## config.mk

```make
export PLATFORM = sky130hd
export DESIGN_NAME = divclk_seq
export DESIGN_NICKNAME = d
export VERILOG_FILES = /design/src/rtl/divclk_seq_pkg.sv /design/src/rtl/divclk_seq_core.sv /design/src/rtl/divclk_seq.sv
export SDC_FILE = /design/constraint.sdc
export NUM_CORES = 1
export LEC_CHECK = 0
export ABC_CLOCK_PERIOD_IN_PS = 3060
export BUFFER_PORTS_ARGS = -buffer_cell sky130_fd_sc_hd__clkbuf_2
export CORE_ASPECT_RATIO = 1.25
export CORE_MARGIN = 5
export CORE_UTILIZATION = 60
export CTS_CLUSTER_SIZE = 24
export DETAILED_ROUTE_END_ITERATION = 6
export PLACE_DENSITY = 0.8
export RECOVER_POWER = 50
export SLEW_MARGIN = 20
export SYNTH_ARGS = -nofsm -noshare
export SYNTH_HDL_FRONTEND = slang
export SYNTH_SLANG_ARGS = --single-unit
```

## constraint.sdc

```tcl
create_clock -name clk_in -period 3.06 [get_ports clk_in]
set_input_delay 0.612 -clock clk_in [delete_from_list [all_inputs] [get_ports clk_in]]
set_output_delay 0.612 -clock clk_in [all_outputs]
set_load 0.03 [all_outputs]
```

## src/rtl/divclk_seq_pkg.sv

```systemverilog
// Shared types and defaults for the divclk_seq tick-pattern sequencer.
package divclk_seq_pkg;

  localparam int BIT_SZ_DEF = 16;
  localparam int CNT_SZ_DEF = 8;

  // Sequencer state encoding.
  typedef enum logic [1:0] {
    IDLE = 2'd0,
    RUN  = 2'd1,
    DONE = 2'd2
  } state_t;

  // One pattern step at default widths: divisor k (period k+1) and tick count.
  typedef struct packed {
    logic [BIT_SZ_DEF-1:0] k;
    logic [CNT_SZ_DEF-1:0] len;
  } step_t;

endpackage

```

## src/rtl/divclk_seq_core.sv

```systemverilog
// Reloadable divider: counts down from k and emits a registered one-cycle
// tick on the edge where the count is zero, reloading from k_in there.
module divclk_core #(
  parameter int BIT_SZ = 16
) (
  input  logic              clk_in,
  input  logic              rst_n,
  input  logic              load,
  input  logic              en,
  input  logic [BIT_SZ-1:0] k_in,
  output logic              tick,
  output logic [BIT_SZ-1:0] cnt
);

  localparam logic [BIT_SZ-1:0] ONE = BIT_SZ'(1);

  // Count down while enabled; load wins over reload so a new step can start
  // on the same edge that carries the previous step's last tick.
  always_ff @(posedge clk_in or negedge rst_n) begin
    if (!rst_n) begin
      cnt  <= '0;
      tick <= 1'b0;
    end else begin
      tick <= en && (cnt == '0);
      if (load) begin
        cnt <= k_in;
      end else if (en) begin
        cnt <= (cnt == '0) ? k_in : cnt - ONE;
      end
    end
  end

endmodule

```

## src/rtl/divclk_seq.sv

```systemverilog
// Tick-pattern sequencer: plays a table of (divisor, tick-count) steps through
// a reloadable divider, optionally looping, with busy/done handshake.
//
// Control handshake: start is level-sampled and acts only in IDLE; stop acts in
// any state and always wins over start; done pulses for one cycle only on
// natural completion; busy is high exactly while in RUN.
module divclk_seq
  import divclk_seq_pkg::*;
#(
  parameter int BIT_SZ = BIT_SZ_DEF,
  parameter int CNT_SZ = CNT_SZ_DEF,
  parameter int STEPS  = 4,
  localparam int IW    = $clog2(STEPS)
) (
  input  logic              clk_in,
  input  logic              rst_n,
  input  logic              cfg_we,
  input  logic [IW-1:0]     cfg_addr,
  input  logic [BIT_SZ-1:0] cfg_k,
  input  logic [CNT_SZ-1:0] cfg_len,
  input  logic [IW-1:0]     cfg_last,
  input  logic              loop,
  input  logic              start,
  input  logic              stop,
  output logic              tick_out,
  output logic              busy,
  output logic              done,
  output logic [IW-1:0]     step_idx,
  output logic [BIT_SZ-1:0] k_cur
);

  typedef struct packed {
    logic [BIT_SZ-1:0] k;
    logic [CNT_SZ-1:0] len;
  } entry_t;

  localparam logic [CNT_SZ-1:0] LEN_ONE = CNT_SZ'(1);
  localparam logic [IW-1:0]     IDX_ONE = IW'(1);

  state_t            state;
  logic              fin;      // final tick issued, DONE follows next edge
  entry_t            tbl [STEPS];
  logic [IW-1:0]     last_q;
  logic              loop_q;
  logic [CNT_SZ-1:0] left;

  logic [BIT_SZ-1:0] cnt;
  logic              zero;
  logic              go;
  logic              step_end;
  logic              advance;
  logic              load;
  logic              en;
  logic [IW-1:0]     idx_nxt;
  entry_t            nxt;
  logic [BIT_SZ-1:0] k_sel;

  // A zero tick count still plays one tick.
  function automatic logic [CNT_SZ-1:0] eff_len(input logic [CNT_SZ-1:0] len);
    return (len == '0) ? LEN_ONE : len;
  endfunction

  // Step sequencing decisions for the current cycle.
  always_comb begin
    go       = (state == IDLE) && start && !stop;
    zero     = (cnt == '0);
    en       = (state == RUN) && !fin && !stop;
    step_end = en && zero && (left == LEN_ONE);
    idx_nxt  = (step_idx == last_q) ? '0 : step_idx + IDX_ONE;
    advance  = step_end && ((step_idx != last_q) || loop_q);
    nxt      = go ? tbl[0] : tbl[idx_nxt];
    load     = go || advance;
    k_sel    = load ? nxt.k : k_cur;
  end

  divclk_core #(.BIT_SZ(BIT_SZ)) u_core (
    .clk_in (clk_in),
    .rst_n  (rst_n),
    .load   (load),
    .en     (en),
    .k_in   (k_sel),
    .tick   (tick_out),
    .cnt    (cnt)
  );

  // Step table; writable only while idle so a running pattern is stable.
  always_ff @(posedge clk_in or negedge rst_n) begin
    if (!rst_n) begin
      for (int i = 0; i < STEPS; i++) tbl[i] <= '0;
    end else if (cfg_we && (state == IDLE)) begin
      tbl[cfg_addr] <= '{k: cfg_k, len: cfg_len};
    end
  end

  // Control FSM with registered busy/done, step index, divisor and tick budget.
  always_ff @(posedge clk_in or negedge rst_n) begin
    if (!rst_n) begin
      state    <= IDLE;
      busy     <= 1'b0;
      done     <= 1'b0;
      fin      <= 1'b0;
      step_idx <= '0;
      k_cur    <= '0;
      left     <= '0;
      last_q   <= '0;
      loop_q   <= 1'b0;
    end else begin
      case (state)
        IDLE: begin
          done <= 1'b0;
          if (go) begin
            state    <= RUN;
            busy     <= 1'b1;
            fin      <= 1'b0;
            last_q   <= cfg_last;
            loop_q   <= loop;
            step_idx <= '0;
            k_cur    <= tbl[0].k;
            left     <= eff_len(tbl[0].len);
          end
        end
        RUN: begin
          if (stop) begin
            state <= IDLE;
            busy  <= 1'b0;
            fin   <= 1'b0;
          end else if (fin) begin
            state <= DONE;
            busy  <= 1'b0;
            done  <= 1'b1;
            fin   <= 1'b0;
          end else if (zero) begin
            if (advance) begin
              step_idx <= idx_nxt;
              k_cur    <= nxt.k;
              left     <= eff_len(nxt.len);
            end else begin
              left <= left - LEN_ONE;
              if (step_end) fin <= 1'b1;
            end
          end
        end
        DONE: begin
          state <= IDLE;
          done  <= 1'b0;
          busy  <= 1'b0;
        end
        default: begin
          state <= IDLE;
          busy  <= 1'b0;
          done  <= 1'b0;
          fin   <= 1'b0;
        end
      endcase
    end
  end

endmodule
```

==> flow_summary.json <==
{
  "cts_root_buf": "clkbuf_16",
  "timing.slew.headroom": -0.0496,
  "drt-initial-drc-count": 555,
  "synth-main-ff-cell": "dfrtp_1",
  "muxShareOfSynthArea": 0.167,
  "die_x_um": 107,
  "worst-path-buf-inv": 2,
  "grt_max_degree": 60,
  "power.leakage_nw": 3.62,
  "placedCellCount": 844,
  "finalNonFillerCells": 876,
  "fin_ws_ps": 222,
  "diodes": 0,
  "violations": "max-capacitance violations, max-slew violations",
  "postCtsSetupRepairBufs": 0,
  "ff_latch_area_um2": 3680,
  "die_h_um": 132,
  "grt_pass1_vias": 5812,
  "slew_viol_final": 25,
  "drt-total-wl_um": 18800,
  "worstMarginPinSlew_ps": 1570,
  "hpwl_um": 12900,
  "clock-sinks": 147,
  "slowest_delay_ps": 410,
  "vias": 5577,
  "syn2layout_area_growth_pct": 15.9,
  "antenna_found_initial": 0,
  "rsz0062_at_grt": "no",
  "core-area_um2": 11600,
  "synth_fa_ha_area_frac": 0.00528,
  "critPathLaunchType": "flop",
  "clkLatencyLatePin_ps": 420,
  "hold_viol": 0,
  "yosys_register_bits": 147,
  "synthDistinctLibCells": 64,
  "drive_above_1_share": 0.312,
  "fin_crit_sh": 0.927,
  "path_depth": 10,
  "synth-xor-area-share": 0.0136,
  "clock_path_buffers": 2,
  "cp_cell_sequence": "inv_1, ha_1, nor3b_2, nand3_1, buf_4, nor2_2, and3_1, o2111ai_1, nor4_1, o32a_1",
  "holdWs_ps": 412,
  "grt_pass1_wl_um": 30800,
  "avgSynthCellArea_um2": 11.1,
  "die-area_um2": 14100,
  "final_nets": 739,
  "routed_via_density": 6.37,
  "synth_top_area_cell": "dfrtp_1",
  "synth_edf_count": 0,
  "synth_top_family_by_area": "multiplexers",
  "wl_per_cell_um": 21.4,
  "holdPathStages": 3,
  "setup.worst_path.class": "flop to flop",
  "total_power_mw": 7.38,
  "tns_ps": 0,
  "cts_tree": "built",
  "synthTopCellsByCount": "dfrtp_1 (147), mux2_2 (99), nor2_1 (53)",
  "critPathMaxFanout": 6,
  "io_buffers": 54,
  "pwr_density_cell_nw_per_um2": 896,
  "drtPass1Iterations": 7,
  "ys_seq_area_frac": 0.518,
  "clk_pin_slew_ps": 60,
  "setup_violations": 0,
  "htreeDepth": 4,
  "rows": 44,
  "finalCriticalPeriod_ps": 2840,
  "crit_slowest_cell": "dfrtp_1",
  "overflow": 0,
  "cts_made_buffers": 17,
  "multiInputGateArea_um2": 3220,
  "synthCells": 640,
  "synth_area_um2": 7100,
  "r2r_slack_ps": 220,
  "min_path_type": "input pin to flop",
  "pin_count": 55,
  "fin_skew_ps": 6.95,
  "yosysMostFrequentCell": "dfrtp_1",
  "hold_buffers": 0,
  "cts.repair.resized": 0,
  "max_cap_viol_count": 1,
  "peakVddDrop_uv": 496,
  "grt.total_usage": 0.279,
  "ys_top_cells_by_area": "dfrtp_1 (52%), mux2_2 (16%), a21oi_1 (3.0%)",
  "critPathTopFamily": "simple AND/OR/NAND/NOR gates",
  "required_ps": 3420,
  "start_util": 0.611,
  "async_flop_share": 1.00,
  "route.detailed.drc": 0,
  "synth_compound_area_frac": 0.151,
  "ant_nets": 0,
  "critPathArrivalTime_ps": 3200,
  "fmax_ghz": 0.352,
  "yosys.area_share.simple": 0.116,
  "fillers": 853,
  "synthesis.nets": 677,
  "post-place-ws_ps": 305,
  "place_congestion": 0.875,
  "endpoint_kind": "flop",
  "ys_warn_count": 0,
  "r2r_cells": 10,
  "yosysTopAreaCellShare": 0.518,
  "status": "finished, violations left"
}
==> placed cells by master (no fill, tap or decap), drive strengths merged, types with 5 or more instances in the layout <==
cell | Yosys | routed
a21o | 5 | 5
a222oi | 12 | 12
nor4 | 10 | 10
dfrtp | 147 | 147
nand2 | 47 | 47
and3 | 5 | 5
o22ai | 9 | 9
mux2 | 99 | 99
clkbuf | 27 | 78
nand3 | 7 | 7
mux2i | 7 | 7
inv | 17 | 19
buf | 6 | 20
nand2b | 5 | 5
o21ai | 32 | 32
nor3 | 14 | 14
xor2 | 7 | 7
o221ai | 12 | 12
a211oi | 9 | 9
a21oi | 42 | 42
or3 | 7 | 7
nor2 | 55 | 55
==> final timing paths <==
check	startpoint	end
worst max-delay path	u_core.cnt[0]	left[0]
worst min-delay path	cfg_last[0]	last_q[0]
worst max register to register	u_core.cnt[0]	left[0]
worst min register to register	done	done
max in group asynchronous	rst_n	tbl[46]
min in group asynchronous	rst_n	state[1]
==> state kept, by name, indices dropped and copies added, names as in the netlist <==
signal,cells
state,2
u_core.cnt,16
loop_q,1
step_idx,2
k_cur,16
tbl,96
busy,1
u_core.tick,1
done,1
last_q,2
fin,1
left,8
==> metrics by stage <==
step           utilization  area (µm²)
2_1_floorplan            -        7100
3_3_place_gp         0.658        7640
3_5_place_dp         0.658        7640
4_1_cts              0.712        8270
5_1_grt              0.709        8230
6_report             0.709        8230
==> power breakdown <==
group,internal [mW],leakage [nW],switching [mW],total (mW)
Clock,1.38,0.303,0.820,2.20
Sequential,2.50,1.77,0.528,3.03
Combinational,0.923,1.55,1.23,2.15
==> cell families after synthesis <==
| family | count (synthesis) |
|---|---|
| AND/OR/NAND/NOR | 165 |
| AO/OA/AOI/OAI | 158 |
| flip-flops | 147 |
| multiplexers | 106 |
| buffers and inverters | 50 |
| XOR/XNOR | 11 |
| adder cells (fa/ha/maj) | 3 |
==> cell type report <==
| type | count | area share |
|---|---|---|
| well taps | 161 | 0.0245 |
| clock inverters | 10 | 0.0176 |
| multi-input cells | 443 | 0.391 |
| inverters | 17 | 0.00775 |
| repair buffers | 76 | 0.0532 |
| flip-flops and latches | 147 | 0.447 |
| clock buffers | 22 | 0.0588 |
==> layer usage <==
metal,global-route usage,vias up,share of wire
met1,0.365,2774,0.41
met2,0.447,248,0.49
met4,0.109,0,0.029
li1,-,2500,-
met5,0,-,0
met3,0.0707,55,0.073
==> worst min-delay path, delay by kind of cell <==
family | cells | cell delay (ps)
AO/OA/AOI/OAI | 1 | 60
buffers and inverters | 1 | 90
AND/OR/NAND/NOR | 1 | 40
Note: power is estimated with default switching activity, not from simulation.
